==> src/rtl/nx_stream_dist_arbiter_if.sv <==
// Handshake bundle between inbound requesters, the arbiter and the stream distributor.
// The arbiter connects through the slave modport; the requester/distributor side uses master.
interface nx_stream_dist_arbiter_if #(
    parameter int STREAM_WIDTH   = 31,
    parameter int REQUESTERS     = 4,
    parameter int DROP_CNT_WIDTH = 8
);
    localparam int IDX_W = $clog2(REQUESTERS);

    logic [REQUESTERS*STREAM_WIDTH-1:0] req_data_i;
    logic [REQUESTERS*2-1:0]            req_dir_i;
    logic [REQUESTERS-1:0]              req_valid_i;
    logic [REQUESTERS-1:0]              req_ready_o;
    logic [3:0]                         present_i;
    logic [STREAM_WIDTH-1:0]            dist_data_o;
    logic [1:0]                         dist_dir_o;
    logic                               dist_valid_o;
    logic                               dist_ready_i;
    logic [DROP_CNT_WIDTH-1:0]          drop_count_o;
    logic [IDX_W-1:0]                   grant_idx_o;

    modport slave (
        input  req_data_i, req_dir_i, req_valid_i, present_i, dist_ready_i,
        output req_ready_o, dist_data_o, dist_dir_o, dist_valid_o, drop_count_o, grant_idx_o
    );

    modport master (
        output req_data_i, req_dir_i, req_valid_i, present_i, dist_ready_i,
        input  req_ready_o, dist_data_o, dist_dir_o, dist_valid_o, drop_count_o, grant_idx_o
    );
endinterface

==> src/rtl/nx_stream_dist_arbiter.sv <==
// Round-robin merge of inbound requester streams into one registered distributor slot;
// messages for absent neighbours are discarded and counted instead of stalling the slot.
module nx_stream_dist_arbiter #(
    parameter int STREAM_WIDTH   = 31,
    parameter int REQUESTERS     = 4,
    parameter int DROP_CNT_WIDTH = 8
) (
    input  logic                        clk_i,
    input  logic                        rst_i,
    nx_stream_dist_arbiter_if.slave     bus
);
    localparam int IDX_W = $clog2(REQUESTERS);

    logic [IDX_W-1:0]          ptr_q;
    logic [IDX_W-1:0]          gidx_q;
    logic [DROP_CNT_WIDTH-1:0] drop_q;
    logic [STREAM_WIDTH-1:0]   data_p1;
    logic [1:0]                dir_p1;
    logic                      vld_p1;

    logic                      slot_free;
    logic                      found;
    logic [IDX_W-1:0]          win;
    logic [1:0]                win_dir;
    logic [STREAM_WIDTH-1:0]   win_data;
    logic                      grant;
    logic                      load;
    logic                      drop;
    logic [REQUESTERS-1:0]     ready;

    function automatic logic [IDX_W-1:0] wrap_idx(input logic [IDX_W-1:0] base, input int off);
        int s;
        s = (int'(base) + off) % REQUESTERS;
        return s[IDX_W-1:0];
    endfunction

    function automatic logic [DROP_CNT_WIDTH-1:0] sat_inc(input logic [DROP_CNT_WIDTH-1:0] v);
        return (&v) ? v : v + 1'b1;
    endfunction

    assign slot_free = !vld_p1 || bus.dist_ready_i;

    // Stage p0: round-robin search starting at the pointer, ascending with wrap
    always_comb begin
        found = 1'b0;
        win   = '0;
        for (int k = 0; k < REQUESTERS; k++) begin
            if (!found && bus.req_valid_i[wrap_idx(ptr_q, k)]) begin
                found = 1'b1;
                win   = wrap_idx(ptr_q, k);
            end
        end
    end

    assign win_dir  = bus.req_dir_i[int'(win)*2 +: 2];
    assign win_data = bus.req_data_i[int'(win)*STREAM_WIDTH +: STREAM_WIDTH];
    // Gating with rst_i keeps every ready low while the block is held in reset.
    assign grant    = rst_i && slot_free && found;
    assign load     = grant && bus.present_i[win_dir];
    assign drop     = grant && !bus.present_i[win_dir];

    always_comb begin
        ready = '0;
        if (grant) ready[win] = 1'b1;
    end

    // Stage p1: output slot, pointer and drop counter
    always_ff @(posedge clk_i or negedge rst_i) begin
        if (!rst_i) begin
            data_p1 <= '0;
            dir_p1  <= '0;
            vld_p1  <= 1'b0;
            ptr_q   <= '0;
            gidx_q  <= '0;
            drop_q  <= '0;
        end else begin
            if (load) begin
                data_p1 <= win_data;
                dir_p1  <= win_dir;
                vld_p1  <= 1'b1;
            end else if (bus.dist_ready_i) begin
                vld_p1  <= 1'b0;
            end
            if (grant) begin
                ptr_q  <= wrap_idx(win, 1);
                gidx_q <= win;
            end
            if (drop) drop_q <= sat_inc(drop_q);
        end
    end

    assign bus.req_ready_o  = ready;
    assign bus.dist_data_o  = data_p1;
    assign bus.dist_dir_o   = dir_p1;
    assign bus.dist_valid_o = vld_p1;
    assign bus.drop_count_o = drop_q;
    assign bus.grant_idx_o  = gidx_q;
endmodule

==> src/flat_wrapper.sv <==
// flat-port wrapper written by rule: the top's interface ports become plain ports
module nx_stream_dist_arbiter_flat 
#(
    parameter int STREAM_WIDTH   = 31,
    parameter int REQUESTERS     = 4,
    parameter int DROP_CNT_WIDTH = 8
)
  (clk_i, rst_i, bus_req_data_i, bus_req_dir_i, bus_req_valid_i, bus_present_i, bus_dist_ready_i, bus_req_ready_o, bus_dist_data_o, bus_dist_dir_o, bus_dist_valid_o, bus_drop_count_o, bus_grant_idx_o);
  nx_stream_dist_arbiter_if #(.STREAM_WIDTH(STREAM_WIDTH), .REQUESTERS(REQUESTERS), .DROP_CNT_WIDTH(DROP_CNT_WIDTH)) bus_i ();
  input  logic clk_i;
  input  logic rst_i;
  input wire logic [$bits(bus_i.req_data_i)-1:0] bus_req_data_i;
  input wire logic [$bits(bus_i.req_dir_i)-1:0] bus_req_dir_i;
  input wire logic [$bits(bus_i.req_valid_i)-1:0] bus_req_valid_i;
  input wire logic [$bits(bus_i.present_i)-1:0] bus_present_i;
  input wire logic [$bits(bus_i.dist_ready_i)-1:0] bus_dist_ready_i;
  output wire logic [$bits(bus_i.req_ready_o)-1:0] bus_req_ready_o;
  output wire logic [$bits(bus_i.dist_data_o)-1:0] bus_dist_data_o;
  output wire logic [$bits(bus_i.dist_dir_o)-1:0] bus_dist_dir_o;
  output wire logic [$bits(bus_i.dist_valid_o)-1:0] bus_dist_valid_o;
  output wire logic [$bits(bus_i.drop_count_o)-1:0] bus_drop_count_o;
  output wire logic [$bits(bus_i.grant_idx_o)-1:0] bus_grant_idx_o;
  assign bus_i.req_data_i = bus_req_data_i;
  assign bus_i.req_dir_i = bus_req_dir_i;
  assign bus_i.req_valid_i = bus_req_valid_i;
  assign bus_i.present_i = bus_present_i;
  assign bus_i.dist_ready_i = bus_dist_ready_i;
  assign bus_req_ready_o = bus_i.req_ready_o;
  assign bus_dist_data_o = bus_i.dist_data_o;
  assign bus_dist_dir_o = bus_i.dist_dir_o;
  assign bus_dist_valid_o = bus_i.dist_valid_o;
  assign bus_drop_count_o = bus_i.drop_count_o;
  assign bus_grant_idx_o = bus_i.grant_idx_o;
  nx_stream_dist_arbiter #(.STREAM_WIDTH(STREAM_WIDTH), .REQUESTERS(REQUESTERS), .DROP_CNT_WIDTH(DROP_CNT_WIDTH)) u_core (.clk_i(clk_i), .rst_i(rst_i), .bus(bus_i));
endmodule
==> config.mk <==
export PLATFORM = sky130hd
export DESIGN_NAME = nx_stream_dist_arbiter_flat
export DESIGN_NICKNAME = d
export VERILOG_FILES = /design/src/rtl/nx_stream_dist_arbiter_if.sv /design/src/rtl/nx_stream_dist_arbiter.sv /design/src/flat_wrapper.sv
export SDC_FILE = /design/constraint.sdc
export NUM_CORES = 1
export LEC_CHECK = 0
export CORE_MARGIN = 2
export CORE_UTILIZATION = 42
export CTS_CLUSTER_DIAMETER = 100
export DETAILED_ROUTE_END_ITERATION = 16
export GPL_ROUTABILITY_DRIVEN = 1
export PLACE_DENSITY = 0.95
export SYNTH_ARGS = -nofsm -noshare
export SYNTH_HDL_FRONTEND = slang
export SYNTH_SLANG_ARGS = --single-unit
export TNS_END_PERCENT = 100
==> constraint.sdc <==
create_clock -name clk_i -period 8.02 [get_ports clk_i]
set_input_delay 1.604 -clock clk_i [delete_from_list [all_inputs] [get_ports clk_i]]
set_output_delay 1.604 -clock clk_i [all_outputs]
set_load 0.05 [all_outputs]
==> impl_metrics.ini, run 1 <==
[status]
status = complete, no violations

[clock_tree]
cts.sinks = 46
htree_levels = 2
clkTransAtPathRegs_ns = 0.08
hold_buffers = 0
cts_resized = 0
clock_latency_ns = 0.29
postCtsSetupBuffers = 0
numCtsBuffers = 5
cts_tree = yes
cts-root-buf = clkbuf_8
clock_path_buffers = 2

[power_and_ir_drop]
netSwitchingFraction = 0.477
p_leak_nw = 2.33
total_power_mw = 1.87
internal_power_uw = 980
power_density_nw_per_um2 = 348
vdd_drop_max_v = 0.000235
p_switching_uw = 895
combinationalPowerShare = 0.701
pwr-share-seq = 0.223
power_frac_clock = 0.076

[placed_design]
placed_cells = 595
portBuffers = 190
place_hpwl_mm = 7.84
routabilityCongestion = 0.802

[worst_setup_path]
cp-start-kind = primary input
crit_family = buffers and inverters
cp.required_ns = 6.42
cp_slowest_cell = clkdlybuf4s50_1
cpPeakStageDelay_ns = 0.69
crit_buf_inv = 4
rr_startpoint = u_core.ptr_q[1]
endpoint_kind = output pin
crit_chain = clkdlybuf4s50_1 > inv_2 > o211a_1 > nor3_4 > inv_1 > ha_1 > and2_1 > clkdlybuf4s50_1
cpMostUsedCell = clkdlybuf4s50_1
reg2reg_depth = 9
worstPathArrival_ns = 4.27
criticalPathCategory = primary input to output pin
crit_fanout = 15
rr_endpoint = u_core.bus.dist_data_o[3]
rrSetupSlack_ns = 4.50

[floorplanning]
initial_core_util = 0.434
core_area_sq_um = 7730
die_area_sq_um = 8720
std_cell_rows = 32
ios = 191
fp.dieH_microns = 93.4
die_w_microns = 93.4

[min_path]
worst_hold_path.endpoint = u_core.bus.grant_idx_o[0]
hold_class = register to register
hold_depth = 2
holdCritStartpoint = u_core.bus.grant_idx_o[0]

[synth]
ys_ff_latch = 46
synth_top_area_cell = dfrtp_1
yosysWarnings = 0
synth_fp_nets = 463
yosys-top-cells-area = dfrtp_1 (34%), mux2_2 (12%), mux2_4 (12%)
synth-seq-area-share = 0.343
mappedNetlistArea_sq_um = 3350
synth_top_area_frac = 0.343
synthesis.instances = 315
yosysUniqueCellTypes = 50
avgSynthCellArea_sq_um = 10.6

[global_route]
grt_pass1_wl_mm = 14.9
antenna_found_initial = 0
overflow = 0
grt_start_max_net_pins = 57
grt.total_usage = 0.216
grt_pass1_vias = 3066

[sta]
relSlewSlack = 0.460
rsz0062_at_grt = no
setup_viol = 0
post-route-min-period_ns = 5.88
slew_viol_final = 0
fmax_mhz = 170
hold_viol = 0
period_share = 0.733
clock_skew_ns = 0.00473
tightestPinTransition_ns = 0.810
fin_tns_setup_ns = 0

[final_layout]
fin_nets = 648
finalNonFillerCells = 603
drive_gt1_frac = 0.176
num_antenna_cells = 0
area_growth_pct = 60.7

[detailed_routing]
firstDrtPassIters = 4
vias = 3039
ant_nets = 0
drtIter0Drc = 75
routed_wl_mm = 9.88
via_per_inst = 5.04
wl_per_cell_microns = 16.4
drc = 0

[job]
cap_violations = 0
cells in the final DEF, fill, tap and decap left out, drive strengths merged, types with 2 or more instances in the layout:
master and n:
clkbuf 7, a31oi 2, nor2 40, nand3b 2
mux2 64, clkdlybuf4s50 189, xor2 6, and3 4
ha 5, nand3 3, inv 5, and2 5
a21oi 35, buf 6, dfrtp 46, o21ai 6
nand2b 4, o21a 3, o211a 2, mux2i 34
a21boi 4, nand2 12
registers in the layout (all words and copies together), names as in the netlist:
name,cells
u_core.bus.dist_valid_o,1
u_core.bus.grant_idx_o,2
u_core.ptr_q,2
u_core.bus.dist_data_o,31
u_core.bus.dist_dir_o,2
u_core.bus.drop_count_o,8
worst max-delay path by stage:
stage / cells past startpoint / startpoint / endpoint
global route: 8 / bus_req_valid_i[1] / bus_req_ready_o[2]
finish: 8 / bus_req_valid_i[1] / bus_req_ready_o[2]
detailed placement: 8 / bus_req_valid_i[1] / bus_req_ready_o[2]
global placement: 8 / bus_req_valid_i[1] / bus_req_ready_o[0]
CTS: 8 / bus_req_valid_i[1] / bus_req_ready_o[2]
floorplan: 8 / bus_req_valid_i[0] / bus_req_ready_o[3]
worst reg2reg max path, cell delays in order (launching register included):
cell      delay, ns
dfrtp_1        0.45
and2_4         0.18
o21a_1         0.19
nor3_4         0.53
o21ai_0        0.26
nand3b_1       0.20
nand2_2        0.10
a31oi_4        0.63
buf_4          0.47
mux2_2         0.39
cell families (layout without fill, tap and decap cells):
| family | count (synthesis) | after routing | synth area share |
|---|---|---|---|
| AO/OA/AOI/OAI | 60 | 60 | 0.116 |
| multiplexers | 98 | 98 | 0.350 |
| flip-flops | 46 | 46 | 0.343 |
| buffers and inverters | 22 | 208 | 0.0403 |
| adder cells (fa/ha/maj) | 5 | 5 | 0.0186 |
| XOR/XNOR | 7 | 7 | 0.0183 |
| AND/OR/NAND/NOR | 77 | 77 | 0.113 |
metrics by stage:
step / worst slack [ns] / utilization / area (sq um) / hold WS, ns
5_1_grt: 1.98 / 0.698 / 5390 / 0.525
6_report: 2.14 / 0.698 / 5390 / 0.496
2_1_floorplan: 2.99 / - / 3350 / 0.522
3_3_place_gp: 2.20 / 0.686 / 5300 / 0.466
3_5_place_dp: 2.12 / 0.686 / 5300 / 0.479
4_1_cts: 2.11 / 0.698 / 5390 / 0.497
Yosys cell counts, drive strengths merged:
| library cell | count |
|---|---|
| mux2 | 64 |
| dfrtp | 46 |
| nor2 | 40 |
| a21oi | 35 |
| mux2i | 34 |
| buf | 12 |
| nand2 | 12 |
| o21ai | 6 |
| xor2 | 6 |
| and2 | 5 |
| clkbuf | 5 |
| ha | 5 |
| inv | 5 |
| a21boi | 4 |
| and3 | 4 |
| nand2b | 4 |
| nand3 | 3 |
| o21a | 3 |
| a31oi | 2 |
| nand3b | 2 |
| o211a | 2 |
| a211oi | 1 |
| a21o | 1 |
| a22o | 1 |
| a32o | 1 |
| and4 | 1 |
| nand4 | 1 |
| nand4b | 1 |
| nor3 | 1 |
| nor3b | 1 |
| nor4 | 1 |
| o211ai | 1 |
| o2bb2ai | 1 |
| o311a | 1 |
| o311ai | 1 |
| or2 | 1 |
| xnor2 | 1 |
cell type report:
| class | count | area, sq um |
|---|---|---|
| multi-input cells | 247 | 2070 |
| well taps | 102 | 128 |
| inverters | 5 | 18.8 |
| flip-flops and latches | 46 | 1150 |
| fillers | 562 | 2340 |
| repair buffers | 195 | 1930 |
| clock buffers | 7 | 86.3 |
| clock inverters | 1 | 5.00 |
power groups by stage:
stage	clock, mW	combinational [mW]	sequential (mW)
6_report	0.143	1.31	0.418
5_1_grt	0.159	1.38	0.434
4_1_cts	0.148	1.32	0.419
3_5_place_dp	0	1.32	0.421
3_3_place_gp	0	1.29	0.413
2_1_floorplan	0	0.565	0.784
routing by layer:
layer  part of all wire  vias up  global-route usage
li1                   -     1496                   -
met1               0.38     1418               0.246
met2               0.52      115               0.402
met3              0.081       10              0.0596
met4              0.011        0              0.0441
met5                  0        -                   0
Power figures use the tool's default switching activity.
==> inputs of run 2 (changes only) <==
--- a/config.mk
+++ b/config.mk
@@ -6,11 +6,11 @@
 export NUM_CORES = 1
 export LEC_CHECK = 0
 export CORE_MARGIN = 2
-export CORE_UTILIZATION = 42
+export CORE_UTILIZATION = 35
 export CTS_CLUSTER_DIAMETER = 100
 export DETAILED_ROUTE_END_ITERATION = 16
 export GPL_ROUTABILITY_DRIVEN = 1
-export PLACE_DENSITY = 0.95
+export PLACE_DENSITY = 0.85
 export SYNTH_ARGS = -nofsm -noshare
 export SYNTH_HDL_FRONTEND = slang
 export SYNTH_SLANG_ARGS = --single-unit
==> constraint.sdc (replaced) <==
create_clock -name clk_i -period 5 [get_ports clk_i]
set_input_delay 1 -clock clk_i [delete_from_list [all_inputs] [get_ports clk_i]]
set_output_delay 1 -clock clk_i [all_outputs]
set_load 0.05 [all_outputs]
==> run 2 against run 1 <==
Critical endpoint is now bus_req_ready_o[3]; register-to-register slack got worse by 2.7 ns; final area increased by 0.81%; die area increased by 19%; sequential share of layout area decreased by 0.17 points; utilization decreased by 11 points; sequential power increased by 62%; routed wire length decreased by 0.81%; clock-buffer cell count unchanged; non-clock buffer count increased by 2; sequential cell count unchanged; critical path type unchanged; via count decreased by 0.36%.
==> impl_metrics.ini, run 2 (same netlist as run 1, synthesis figures left out) <==
[clock_tree]
htree_levels = 2
clock_path_buffers = 2
clock_latency_ns = 0.29
cts_tree = yes
hold_buffers = 0
numCtsBuffers = 5
cts.sinks = 46
clkTransAtPathRegs_ns = 0.08
postCtsSetupBuffers = 0
cts_resized = 0
cts-root-buf = clkbuf_8

[detailed_routing]
firstDrtPassIters = 4
ant_nets = 0
via_per_inst = 4.79
drc = 0
wl_per_cell_microns = 15.5
vias = 3028
drtIter0Drc = 85
routed_wl_mm = 9.80

[final_layout]
fin_nets = 650
num_antenna_cells = 0
final_common_cell = clkdlybuf4s50_1
area_growth_pct = 62.0
largest_reg_flops = 31
mostFrequentLayoutCells = clkdlybuf4s50_1 (187), dfrtp_1 (46), nor2_1 (39), mux2_2 (37), a21oi_1 (34)
drive_gt1_frac = 0.183

[sta]
fmax_mhz = 235
fin_tns_setup_ns = 0
slew_viol_final = 0
rsz0062_at_grt = no
post-route-min-period_ns = 4.26
setup_viol = 0
clock_skew_ns = 0.00513
relSlewSlack = 0.524
hold_viol = 0
tightestPinTransition_ns = 0.714
period_share = 0.852

[power_and_ir_drop]
power_density_nw_per_um2 = 553
total_power_mw = 3.01
p_leak_nw = 2.34
vdd_drop_max_v = 0.000375

[placed_design]
routabilityCongestion = 0.863
portBuffers = 190
place_hpwl_mm = 7.77

[worst_setup_path]
criticalPathCategory = primary input to output pin
endpoint_kind = output pin
worstPathArrival_ns = 3.26
cp-start-kind = primary input
crit_fanout = 69
cp.required_ns = 4.00

[floorplanning]
std_cell_rows = 35
fp.dieH_microns = 102
die_area_sq_um = 10400
core_area_sq_um = 9280
initial_core_util = 0.361
die_w_microns = 102
ios = 191

[min_path]
hold_class = register to register

[global_route]
overflow = 0
grt_pass1_wl_mm = 15.0
grt_start_max_net_pins = 70
grt_pass1_vias = 3045
grt.total_usage = 0.181
antenna_found_initial = 0

[status]
status = complete, no violations

[job]
cap_violations = 0
[run 2: changes by cell type in the layout (fill, tap and decap cells not counted), sizes merged]
cell | before | now
clkdlybuf4s50 | 189 | 187
buf | 6 | 10
[run 2: worst paths after layout]
check,startpoint,endpoint,slack (ns),depth (start not counted)
max,bus_req_valid_i[1],bus_req_ready_o[3],0.74,8
min reg2reg,u_core.bus.grant_idx_o[1],u_core.bus.grant_idx_o[1],0.49,2
min in group asynchronous,rst_i,u_core.bus.dist_data_o[24],0.84,2
max in group asynchronous,rst_i,u_core.ptr_q[0],3.77,2
max reg2reg,u_core.ptr_q[1],u_core.bus.dist_data_o[3],1.80,10
min,u_core.bus.grant_idx_o[1],u_core.bus.grant_idx_o[1],0.49,2
[run 2: power breakdown]
| part | leakage, nW | switching (mW) | total (mW) | internal (mW) |
|---|---|---|---|---|
| clock network | 0.0482 | 0.122 | 0.234 | 0.112 |
| logic | 1.75 | 1.19 | 2.09 | 0.908 |
| registers | 0.543 | 0.126 | 0.679 | 0.553 |
[run 2: final cells by class]
class | instances | area (sq um)
Inverter | 5 | 18.8
Multi-Input combinational cell | 247 | 2070
Timing Repair Buffer | 197 | 1940
Sequential cell | 46 | 1150
Clock inverter | 1 | 5.00
Clock buffer | 7 | 86.3
Fill cell | 806 | 3850
Tap cell | 129 | 161
[run 2: worst max-delay path, cell delays in order]
cell,delay (ns)
clkdlybuf4s50_1,0.54
inv_2,0.07
o211a_1,0.24
nor3_4,0.18
buf_4,0.57
ha_1,0.26
and2_1,0.13
buf_4,0.19
[run 2: metrics by stage]
step | setup WS, ns | utilization | cells | cell area (sq um) | hold WS, ns
finish | 0.739 | 0.585 | 632 | 5440 | 0.493
global placement | 0.832 | 0.576 | 624 | 5340 | 0.474
global route | 0.668 | 0.585 | 632 | 5440 | 0.530
detailed placement | 0.686 | 0.576 | 624 | 5340 | 0.473
CTS | 0.771 | 0.585 | 632 | 5440 | 0.495
floorplan | 1.17 | - | 315 | 3350 | 0.522
[run 2: layer usage]
metal,wire [microns],GRT usage
met1,3890,0.207
met2,4890,0.342
met3,959,0.0513
met4,61,0.0267
met5,0,0
